[config.mk]
export PLATFORM = sky130hd
export DESIGN_NAME = mc_ctrl_fsm
export DESIGN_NICKNAME = d
export VERILOG_FILES = /design/src/rtl/mc_ctrl_fsm.sv
export SDC_FILE = /design/constraint.sdc
export NUM_CORES = 1
export LEC_CHECK = 0
export CAP_MARGIN = 20
export CORE_AREA = 10 10 88 90
export DETAILED_ROUTE_END_ITERATION = 12
export DIE_AREA = 0 0 98 100
export PLACE_DENSITY = 0.88
export SLEW_MARGIN = 40
export SYNTH_ARGS = -nofsm -noshare
export SYNTH_HDL_FRONTEND = slang
export SYNTH_SLANG_ARGS = --single-unit
[constraint.sdc]
create_clock -name clk -period 2.38 [get_ports clk]
set_input_delay 0.238 -clock clk [delete_from_list [all_inputs] [get_ports clk]]
set_output_delay 0.238 -clock clk [all_outputs]
set_load 0.01 [all_outputs]
[src/rtl/mc_ctrl_fsm.sv]
// mc_ctrl_fsm: multi-cycle MIPS control sequencer with memory handshake, timeout trap and retire counter
module mc_ctrl_fsm #(
  parameter int CNT_W       = 32,
  parameter int MEM_TIMEOUT = 16,
  parameter int TO_W        = 8
) (
  input  logic             clk,
  input  logic             reset,
  input  logic [5:0]       op,
  input  logic [5:0]       func,
  input  logic             zero,
  input  logic             mem_ready,
  output logic             pc_write,
  output logic             ir_write,
  output logic             mem_req,
  output logic             mem_we,
  output logic             reg_dst,
  output logic             alu_src,
  output logic             ext_res,
  output logic             mem_to_reg,
  output logic             shf_to_reg,
  output logic [1:0]       alu_op,
  output logic             reg_write,
  output logic [1:0]       jump,
  output logic             branch_taken,
  output logic [2:0]       state,
  output logic [CNT_W-1:0] retired,
  output logic             illegal
);
  typedef enum logic [2:0] {
    FETCH  = 3'd0,
    DECODE = 3'd1,
    EXEC   = 3'd2,
    MEM    = 3'd3,
    WB     = 3'd4,
    TRAP   = 3'd5
  } stateT;
  stateT           cur;
  logic [5:0]      opQ, funcQ, iop, ifn;
  logic [TO_W-1:0] waitCnt;
  logic            isR, isAdd, isSub, isJr, isNop, isOri, isLw, isSw, isBeq, isLui, isJal;
  logic            legal, sel, act, timeout, retire;
  // The IR is only guaranteed stable from DECODE on, so decode live op/func there and the latched copy afterwards.
  assign iop     = (cur == DECODE) ? op : opQ;
  assign ifn     = (cur == DECODE) ? func : funcQ;
  assign isR     = iop == 6'b000000;
  assign isAdd   = isR && ifn == 6'b100000;
  assign isSub   = isR && ifn == 6'b100010;
  assign isJr    = isR && ifn == 6'b001000;
  assign isNop   = isR && !isAdd && !isSub && !isJr;
  assign isOri   = iop == 6'b001101;
  assign isLw    = iop == 6'b100011;
  assign isSw    = iop == 6'b101011;
  assign isBeq   = iop == 6'b000100;
  assign isLui   = iop == 6'b001111;
  assign isJal   = iop == 6'b000011;
  assign legal   = isR || isOri || isLw || isSw || isBeq || isLui || isJal;
  assign sel     = cur == EXEC || cur == MEM || cur == WB;
  assign act     = !reset;
  assign timeout = MEM_TIMEOUT != 0 && waitCnt == TO_W'(MEM_TIMEOUT) && !mem_ready;
  assign retire  = (cur == DECODE && (isNop || isJr || isJal)) || (cur == EXEC && isBeq) ||
                   (cur == MEM && mem_ready && isSw) || cur == WB;
  // Strobes are suppressed while reset is asserted; datapath selects follow the latched instruction.
  always_comb begin
    mem_req      = act && (cur == FETCH || cur == MEM);
    mem_we       = act && cur == MEM && isSw;
    ir_write     = act && cur == FETCH && mem_ready;
    pc_write     = act && ((cur == FETCH && mem_ready) || (cur == DECODE && (isJr || isJal)) ||
                           (cur == EXEC && isBeq && zero));
    branch_taken = act && cur == EXEC && isBeq && zero;
    reg_write    = act && (cur == WB || (cur == DECODE && isJal));
    jump         = (act && cur == DECODE) ? (isJr ? 2'b01 : isJal ? 2'b10 : 2'b00) : 2'b00;
    reg_dst      = sel && (isAdd || isSub);
    alu_src      = sel && (isOri || isLw || isSw);
    ext_res      = sel && isOri;
    mem_to_reg   = sel && (isAdd || isSub || isOri);
    shf_to_reg   = sel && isLui;
    alu_op       = !sel ? 2'b00 : (isSub || isBeq) ? 2'b01 : isOri ? 2'b11 : 2'b00;
  end
  assign state   = cur;
  assign illegal = cur == TRAP;
  // Sequencer: state transitions, IR latch, memory wait counter and retire counter.
  always_ff @(posedge clk) begin
    if (reset) begin
      cur     <= FETCH;
      opQ     <= '0;
      funcQ   <= '0;
      waitCnt <= '0;
      retired <= '0;
    end else begin
      if (cur == DECODE) begin
        opQ   <= op;
        funcQ <= func;
      end
      waitCnt <= ((cur == FETCH || cur == MEM) && !mem_ready) ? waitCnt + TO_W'(1) : '0;
      if (retire) retired <= retired + CNT_W'(1);
      case (cur)
        FETCH, MEM: if (timeout) cur <= TRAP;
                    else if (mem_ready) cur <= (cur == FETCH) ? DECODE : isLw ? WB : FETCH;
        DECODE:     cur <= !legal ? TRAP : (isNop || isJr || isJal) ? FETCH : EXEC;
        EXEC:       cur <= isBeq ? FETCH : (isLw || isSw) ? MEM : WB;
        WB:         cur <= FETCH;
        default:    cur <= TRAP;
      endcase
    end
  end
endmodule

==> results of run 1 <==
-- flip-flops by register name, summed over array words and instances, names as in the netlist --
signal	count
opQ	6
state	3
retired	32
waitCnt	8
funcQ	6
-- worst min path at each step --
stage | start | endpoint | depth (start not counted)
2_1_floorplan | func[0] | funcQ[0]$_SDFF_PP0_ | 2
3_3_place_gp | funcQ[2]$_SDFF_PP0_ | funcQ[2]$_SDFF_PP0_ | 2
3_5_place_dp | funcQ[0]$_SDFF_PP0_ | funcQ[0]$_SDFF_PP0_ | 2
4_1_cts | reset | opQ[3]$_SDFF_PP0_ | 2
5_1_grt | reset | opQ[3]$_SDFF_PP0_ | 2
6_report | reset | opQ[1]$_SDFF_PP0_ | 2
-- layer usage --
layer  part of all wire [%]  wire length, um
met4                    1.9              171
met5                      0                0
met3                    7.9              721
met1                     42             3790
met2                     48             4410
-- cell families (layout without fill, tap and decap cells) --
group                    after synthesis  count (layout)  synth area share, %
multiplexers                           3               3                 1.06
adder cells (fa/ha/maj)                3               3                 1.27
buffers and inverters                 22             132                 3.35
AND/OR/NAND/NOR                      184             184                 32.7
AO/OA/AOI/OAI                         79              79                 18.1
XOR/XNOR                              21              21                 6.23
flip-flops                            55              55                 37.3
-- layout make-up --
cell class | count | area [um2] | share of cell area, %
Multi-Input combinational cell | 290 | 1830 | 43.4
Timing Repair Buffer | 120 | 1080 | 25.6
Clock inverter | 1 | 5.00 | 0.118
Sequential cell | 55 | 1110 | 26.2
Inverter | 5 | 18.8 | 0.444
Clock buffer | 6 | 82.6 | 1.95
Tap cell | 77 | 96.3 | 2.28
-- synth_stat cells (3+ instances only) --
| master | instances |
|---|---|
| sky130_fd_sc_hd__o31ai_1 | 4 |
| sky130_fd_sc_hd__or4_1 | 7 |
| sky130_fd_sc_hd__nor4_1 | 3 |
| sky130_fd_sc_hd__o2111ai_1 | 10 |
| sky130_fd_sc_hd__nand4_1 | 5 |
| sky130_fd_sc_hd__xor2_1 | 20 |
| sky130_fd_sc_hd__or3_1 | 9 |
| sky130_fd_sc_hd__a31oi_1 | 3 |
| sky130_fd_sc_hd__nor2b_1 | 7 |
| sky130_fd_sc_hd__and3_1 | 12 |
| sky130_fd_sc_hd__ha_1 | 3 |
| sky130_fd_sc_hd__a21oi_1 | 32 |
| sky130_fd_sc_hd__and2_1 | 5 |
| sky130_fd_sc_hd__o21ai_0 | 14 |
| sky130_fd_sc_hd__nor2_1 | 40 |
| sky130_fd_sc_hd__or2_2 | 3 |
| sky130_fd_sc_hd__nand3_1 | 12 |
| sky130_fd_sc_hd__clkbuf_1 | 13 |
| sky130_fd_sc_hd__nand2_1 | 47 |
| sky130_fd_sc_hd__nand4b_1 | 4 |
| sky130_fd_sc_hd__dfxtp_1 | 55 |
| sky130_fd_sc_hd__nand2b_1 | 5 |
| sky130_fd_sc_hd__nor3_1 | 14 |
| sky130_fd_sc_hd__nor3b_1 | 3 |
| sky130_fd_sc_hd__inv_1 | 5 |
-- report_power, final --
part,internal [uW],switching (uW),total (uW)
clock network,229,295,524
registers,959,53.1,1010
logic,264,297,560
-- layout by cell type (no fill, tap or decap), types with 9 or more instances in the layout --
cell type	n
sky130_fd_sc_hd__o2111ai_1	10
sky130_fd_sc_hd__nor3_1	12
sky130_fd_sc_hd__o21ai_0	14
sky130_fd_sc_hd__a21oi_1	31
sky130_fd_sc_hd__and3_1	12
sky130_fd_sc_hd__buf_4	53
sky130_fd_sc_hd__clkdlybuf4s50_1	49
sky130_fd_sc_hd__dfxtp_1	53
sky130_fd_sc_hd__xor2_1	20
sky130_fd_sc_hd__nand3_1	11
sky130_fd_sc_hd__nand2_1	47
sky130_fd_sc_hd__or3_1	9
sky130_fd_sc_hd__nor2_1	39
-- stage by stage --
stage	TNS, ns	power, uW
floorplan	0	1280
global placement	-1.81	1500
detailed placement	-2.70	1510
CTS	0	2070
global route	-0.129	2190
finish	0	2100
-- what timing repair did --
action,4_1_cts,5_1_grt
pin swaps,8,7
buffers inserted,9,8
endpoints found under the setup margin,14,14
resized for setup,22,17
==> metrics.txt, run 1 <==
# TYPE chip_impl_metric gauge
chip_impl_metric{name="design.die.area",unit="mm2"} 0.00980
chip_impl_metric{name="synth.cell_area",unit="mm2"} 0.00295
chip_impl_metric{name="crit_buf_inv",unit=""} 3
chip_impl_info{name="yosys.area.top_type",value="sky130_fd_sc_hd__dfxtp_1"} 1
chip_impl_metric{name="worst_r2r_path_depth",unit=""} 8
chip_impl_metric{name="post_drt_via_cell_ratio",unit=""} 5.86
chip_impl_metric{name="die_h",unit="um"} 100
chip_impl_metric{name="grt_util_all_layers",unit="%"} 16.6
chip_impl_info{name="result_of_the_run",value="finished clean"} 1
chip_impl_metric{name="max_freq",unit="GHz"} 0.427
chip_impl_metric{name="port_buffers",unit=""} 66
chip_impl_info{name="clk_root_buffer_cell",value="sky130_fd_sc_hd__clkbuf_8"} 1
chip_impl_info{name="crit-reg2reg-launch",value="state[1]$_SDFFE_PP0P_"} 1
chip_impl_metric{name="area_share_of_the_largest_cell_type_after_synthesis",unit="%"} 37.3
chip_impl_metric{name="drtPass1Iterations",unit=""} 5
chip_impl_metric{name="chipWidth",unit="um"} 98
chip_impl_info{name="tritoncts",value="done"} 1
chip_impl_metric{name="ys.warnings.count",unit=""} 0
chip_impl_metric{name="cts-root-to-sink-buffers",unit=""} 2
chip_impl_metric{name="cp.arrival",unit="ns"} 2.10
chip_impl_metric{name="core.rowCount",unit=""} 29
chip_impl_metric{name="cpPeakStageDelay",unit="ns"} 0.55
chip_impl_metric{name="synth_cell_types",unit=""} 51
chip_impl_metric{name="finalCritPeriodShare",unit="%"} 98.4
chip_impl_metric{name="num_vias",unit=""} 3244
chip_impl_metric{name="grt_use_met3",unit="%"} 4.81
chip_impl_metric{name="areaGrowthSynthToFinish",unit="%"} 43.2
chip_impl_metric{name="hold_ws",unit="ns"} 0.296
chip_impl_metric{name="clk-insertion-delay-late",unit="ns"} 0.30
chip_impl_metric{name="grt_overflow_total",unit=""} 0
chip_impl_metric{name="post_dp_cell_area",unit="mm2"} 0.00392
chip_impl_info{name="critical_path_class",value="reg2out"} 1
chip_impl_metric{name="worst_ep_required_time",unit="ns"} 2.14
chip_impl_metric{name="initial_antenna_violation_count",unit=""} 0
chip_impl_metric{name="hold_viol",unit=""} 0
chip_impl_metric{name="ant_nets",unit=""} 0
chip_impl_metric{name="synth_enable_flop_cells",unit=""} 0
chip_impl_metric{name="grt_pass1_vias",unit=""} 2942
chip_impl_metric{name="numCtsBuffers",unit=""} 5
chip_impl_metric{name="synth_area_per_cell",unit="um2"} 8.05
chip_impl_info{name="critical-path-slowest-cell",value="sky130_fd_sc_hd__or4_1"} 1
chip_impl_metric{name="reg2reg_setup_slack",unit="ns"} 0.06
chip_impl_metric{name="finalWeightedCongestion",unit=""} 0.936
chip_impl_metric{name="syn_inst",unit=""} 367
chip_impl_metric{name="clock_skew",unit="ns"} 0.00711
chip_impl_metric{name="num-nets-final",unit=""} 496
chip_impl_metric{name="place_hpwl",unit="um"} 6410
chip_impl_metric{name="power_per_cell_area",unit="mW/mm2"} 496
chip_impl_metric{name="num_antenna_cells",unit=""} 0
chip_impl_info{name="critical_path.most_common_cell",value="sky130_fd_sc_hd__buf_4"} 1
chip_impl_metric{name="setup_violations",unit=""} 0
chip_impl_metric{name="fin_crit",unit="ns"} 2.34
chip_impl_metric{name="final_critical_path_setup_slack",unit="ns"} 0.0377
chip_impl_metric{name="max_slew.worst_pin.slew",unit="ns"} 0.496
chip_impl_info{name="busiest_layer",value="met2"} 1
chip_impl_metric{name="synth.net_count",unit=""} 386
chip_impl_metric{name="ioPinCount",unit=""} 67
chip_impl_metric{name="clk_pin_slew_worst_paths",unit="ns"} 0.10
chip_impl_metric{name="synth_async_sr_flop_share",unit="%"} 0
chip_impl_metric{name="postSynthRegisterBits",unit=""} 55
chip_impl_metric{name="grt_use_met2",unit="%"} 28.4
chip_impl_metric{name="start_util",unit="%"} 48.2
chip_impl_metric{name="grtUsageMet1",unit="%"} 19.6
chip_impl_metric{name="total_leakage_power",unit="uW"} 0.00166
chip_impl_metric{name="detailedRoute.firstIterationViolations",unit=""} 211
chip_impl_metric{name="dr_drc_count",unit=""} 0
chip_impl_info{name="yosys_most_used_dff",value="sky130_fd_sc_hd__dfxtp_1"} 1
chip_impl_metric{name="fin_area",unit="mm2"} 0.00423
chip_impl_metric{name="cts_num_sinks",unit=""} 55
chip_impl_metric{name="critical_path_depth",unit=""} 7
chip_impl_metric{name="timing_max_transition_violations_final",unit=""} 0
chip_impl_metric{name="finish.cell_count_without_fillers",unit=""} 554
chip_impl_info{name="setup.worst_path.end",value="pc_write"} 1
chip_impl_metric{name="drt-total-wl",unit="um"} 9100
chip_impl_metric{name="detail_route.wl_per_cell",unit="um"} 16.4
chip_impl_metric{name="synth_seq_area_share",unit="%"} 37.3
chip_impl_metric{name="drive_gt1_share",unit="%"} 18.9
chip_impl_info{name="timing.critical_path.max_delay_family",value="simple AND/OR/NAND/NOR gates"} 1
chip_impl_metric{name="coreArea",unit="mm2"} 0.00613
chip_impl_info{name="setup.worst_path.end_class",value="output port"} 1
chip_impl_metric{name="grt_first_pass_wirelength",unit="um"} 14100
chip_impl_info{name="grt_setup_unrepaired",value="true"} 1
chip_impl_info{name="synthTopCellsByArea",value="sky130_fd_sc_hd__dfxtp_1 37%, sky130_fd_sc_hd__nand2_1 6.0%, sky130_fd_sc_hd__xor2_1 5.9%"} 1
chip_impl_info{name="timing.hold.worst.class",value="in2reg"} 1
chip_impl_metric{name="cts_hold_repair.buffers",unit=""} 0
chip_impl_metric{name="timing.max_slew.rel_slack",unit="%"} 67.0
chip_impl_info{name="cp-start-kind",value="flip-flop"} 1
chip_impl_metric{name="worstPathMaxFanout",unit=""} 9
chip_impl_info{name="crit_chain",value="nor3b_4, buf_4, nand2_1, nor4_2, buf_4, or4_1, dlygate4sd2_1"} 1
chip_impl_info{name="r2r-end",value="retired[30]$_SDFFE_PP0P_"} 1
chip_impl_metric{name="finish.utilization",unit="%"} 68.9
chip_impl_metric{name="ctsHtreeMaxLevel",unit=""} 2
chip_impl_metric{name="dp_cells",unit=""} 530
chip_impl_metric{name="grt_start_max_net_pins",unit=""} 46
chip_impl_metric{name="vdd.ir_drop.worst",unit="mV"} 0.323
chip_impl_metric{name="n_fill_cell",unit=""} 469
chip_impl_info{name="startpoint",value="state[2]$_SDFFE_PP0P_"} 1
chip_impl_metric{name="preCtsSetupSlack",unit="ns"} -0.214
chip_impl_metric{name="max_cap_violations",unit=""} 0
Note: power is estimated with default switching activity, not from simulation.
==> run 2, diff against run 1 <==
Settings changed: REMOVE_ABC_BUFFERS from default to 1.
==> run 2 against run 1 <==
Effect of this change:
- register-to-register slack improved by 0.08 ns
- utilization increased by 1.2 points
- cell count increased by 1.6%
- largest cell class unchanged
- largest power group unchanged
- highest routed layer unchanged
==> metrics.txt, run 2 (synthesis gave the netlist of run 1 again) <==
# TYPE chip_impl_metric gauge
chip_impl_info{name="result_of_the_run",value="finished clean"} 1
chip_impl_metric{name="detail_route.wl_per_cell",unit="um"} 17.3
chip_impl_info{name="mostFrequentLayoutCells",value="59 x sky130_fd_sc_hd__buf_4, 53 x sky130_fd_sc_hd__dfxtp_1, 53 x sky130_fd_sc_hd__clkdlybuf4s50_1"} 1
chip_impl_metric{name="ioPinCount",unit=""} 67
chip_impl_metric{name="crit_buf_inv",unit=""} 3
chip_impl_info{name="top_register",value="retired"} 1
chip_impl_metric{name="hold_viol",unit=""} 0
chip_impl_metric{name="clk_pin_slew_worst_paths",unit="ns"} 0.10
chip_impl_metric{name="num_vias",unit=""} 3292
chip_impl_info{name="timing.critical_path.max_delay_family",value="buffers and inverters"} 1
chip_impl_metric{name="port_buffers",unit=""} 66
chip_impl_metric{name="core.rowCount",unit=""} 29
chip_impl_info{name="tritoncts",value="done"} 1
chip_impl_metric{name="grt_util_all_layers",unit="%"} 18.9
chip_impl_metric{name="timing.max_slew.rel_slack",unit="%"} 71.6
chip_impl_metric{name="numCtsBuffers",unit=""} 5
chip_impl_metric{name="post_drt_via_cell_ratio",unit=""} 5.85
chip_impl_info{name="setup.worst_path.end_class",value="output port"} 1
chip_impl_metric{name="grt_first_pass_wirelength",unit="um"} 15800
chip_impl_metric{name="hold_ws",unit="ns"} 0.335
chip_impl_metric{name="largest_register_ffs",unit=""} 32
chip_impl_metric{name="ctsHtreeMaxLevel",unit=""} 2
chip_impl_metric{name="cts_num_sinks",unit=""} 55
chip_impl_info{name="crit_chain",value="clkdlybuf4s50_1, nor4_4, nand2_2, nor4_2, buf_4, clkdlybuf4s50_1"} 1
chip_impl_info{name="cp-start-kind",value="primary input"} 1
chip_impl_metric{name="grt_start_max_net_pins",unit=""} 19
chip_impl_metric{name="timing_max_transition_violations_final",unit=""} 0
chip_impl_metric{name="fin_crit",unit="ns"} 2.31
chip_impl_metric{name="worstPathMaxFanout",unit=""} 3
chip_impl_info{name="critical-path-slowest-cell",value="sky130_fd_sc_hd__clkdlybuf4s50_1"} 1
chip_impl_metric{name="max_slew.worst_pin.slew",unit="ns"} 0.426
chip_impl_info{name="critical_path.most_common_cell",value="sky130_fd_sc_hd__clkdlybuf4s50_1"} 1
chip_impl_info{name="largestRegisters",value="retired x32, waitCnt x8"} 1
chip_impl_metric{name="dr_drc_count",unit=""} 0
chip_impl_metric{name="clock_skew",unit="ns"} 0.00784
chip_impl_metric{name="cpPeakStageDelay",unit="ns"} 0.52
chip_impl_info{name="mostFrequentLayoutCell",value="sky130_fd_sc_hd__buf_4"} 1
chip_impl_info{name="critical_path_class",value="in2out"} 1
chip_impl_metric{name="num_antenna_cells",unit=""} 0
chip_impl_metric{name="drtPass1Iterations",unit=""} 5
chip_impl_metric{name="grt_overflow_total",unit=""} 0
chip_impl_metric{name="setup_total_negative_slack",unit="ns"} 0
chip_impl_metric{name="grt_pass1_vias",unit=""} 3340
chip_impl_metric{name="initial_antenna_violation_count",unit=""} 0
chip_impl_metric{name="drive_gt1_share",unit="%"} 20.4
chip_impl_metric{name="finalCritPeriodShare",unit="%"} 97.2
chip_impl_metric{name="drt-total-wl",unit="um"} 9730
chip_impl_metric{name="num-nets-final",unit=""} 504
chip_impl_metric{name="place_hpwl",unit="um"} 6910
chip_impl_metric{name="areaGrowthSynthToFinish",unit="%"} 45.6
chip_impl_metric{name="vdd.ir_drop.worst",unit="mV"} 0.309
chip_impl_metric{name="max_cap_violations",unit=""} 0
chip_impl_metric{name="clk-insertion-delay-late",unit="ns"} 0.31
chip_impl_metric{name="detailedRoute.firstIterationViolations",unit=""} 235
chip_impl_metric{name="start_util",unit="%"} 48.2
chip_impl_metric{name="worst_ep_required_time",unit="ns"} 2.14
chip_impl_metric{name="finalWeightedCongestion",unit=""} 0.910
chip_impl_metric{name="cp.arrival",unit="ns"} 2.08
chip_impl_metric{name="ant_nets",unit=""} 0
chip_impl_metric{name="finish.utilization",unit="%"} 70.1
chip_impl_metric{name="coreArea",unit="mm2"} 0.00613
chip_impl_metric{name="finalPower",unit="uW"} 2130
chip_impl_metric{name="setup_violations",unit=""} 0
chip_impl_metric{name="chipWidth",unit="um"} 98
chip_impl_metric{name="design.die.area",unit="mm2"} 0.00980
chip_impl_metric{name="total_leakage_power",unit="uW"} 0.00169
chip_impl_metric{name="max_freq",unit="GHz"} 0.432
chip_impl_metric{name="power_per_cell_area",unit="mW/mm2"} 495
chip_impl_info{name="timing.hold.worst.class",value="in2reg"} 1
chip_impl_metric{name="cts-root-to-sink-buffers",unit=""} 2
chip_impl_info{name="clk_root_buffer_cell",value="sky130_fd_sc_hd__clkbuf_8"} 1
chip_impl_metric{name="die_h",unit="um"} 100
-- run 2: cell count changes in the layout (fill, tap and decap cells not counted), sizes merged --
| cell | before | now |
|---|---|---|
| clkdlybuf4s50 | 49 | 53 |
| dlygate4sd2 | 6 | 4 |
| clkbuf | 7 | 6 |
| dlymetal6s2s | 8 | 7 |
| clkinv | 1 | 2 |
| buf | 56 | 63 |
| clkdlybuf4s15 | 0 | 1 |
-- run 2: cell type report --
| type | count | area, um2 |
|---|---|---|
| Clock buffer | 6 | 72.6 |
| Clock inverter | 2 | 17.5 |
| Fill cell | 452 | 1830 |
| Inverter | 5 | 18.8 |
| Multi-Input combinational cell | 290 | 1840 |
| Sequential cell | 55 | 1110 |
| Tap cell | 77 | 96.3 |
| Timing Repair Buffer | 128 | 1140 |
-- run 2: path summary, 6_finish.rpt --
check | to | slack (ns) | cells after the start | start
setup / recovery | jump[0] | 0.07 | 6 | op[4]
hold / removal | opQ[3]$_SDFF_PP0_ | 0.33 | 3 | op[3]
setup reg to reg | retired[24]$_SDFFE_PP0P_ | 0.14 | 6 | retired[5]$_SDFFE_PP0P_
hold reg to reg | funcQ[4]$_SDFF_PP0_ | 0.48 | 2 | funcQ[4]$_SDFF_PP0_
-- run 2: tightest hold or removal path, delay by kind of cell --
kind,cells,cell delay [ns]
simple gates,1,0.11
compound gates,1,0.06
buf+inv,1,0.19
-- run 2: metal layers --
| layer | track usage [%] | wire [um] | vias up |
|---|---|---|---|
| met4 | 6.38 | 196 | 0 |
| li1 | - | - | 1559 |
| met3 | 5.98 | 895 | 20 |
| met2 | 33.6 | 4930 | 160 |
| met1 | 20.7 | 3710 | 1553 |
| met5 | 0 | 0 | - |
-- run 2: metrics by stage --
step,worst slack (ns),area (um2),std cells
floorplan,-0.136,2870,350
global placement,-0.132,3990,542
detailed placement,-0.190,3990,542
CTS,0.00994,4190,558
global route,-0.0301,4300,563
finish,0.0656,4300,563
-- run 2: power by group --
| part | leakage (uW) | total [uW] | internal (uW) | switching, uW |
|---|---|---|---|---|
| Sequential | 0.000446 | 1010 | 959 | 48.5 |
| Clock | 0.0000454 | 521 | 212 | 309 |
| Combinational | 0.00120 | 598 | 286 | 312 |
-- run 2: timing repair --
action                                  4_1_cts  5_1_grt
setup buffers                                 8        5
hold buffers                                  0        0
pin swaps                                     8        7
cloned                                        0        0
endpoints found under the setup margin       12       13
hold endpoints to repair                      0        0
resized for setup                            18       20
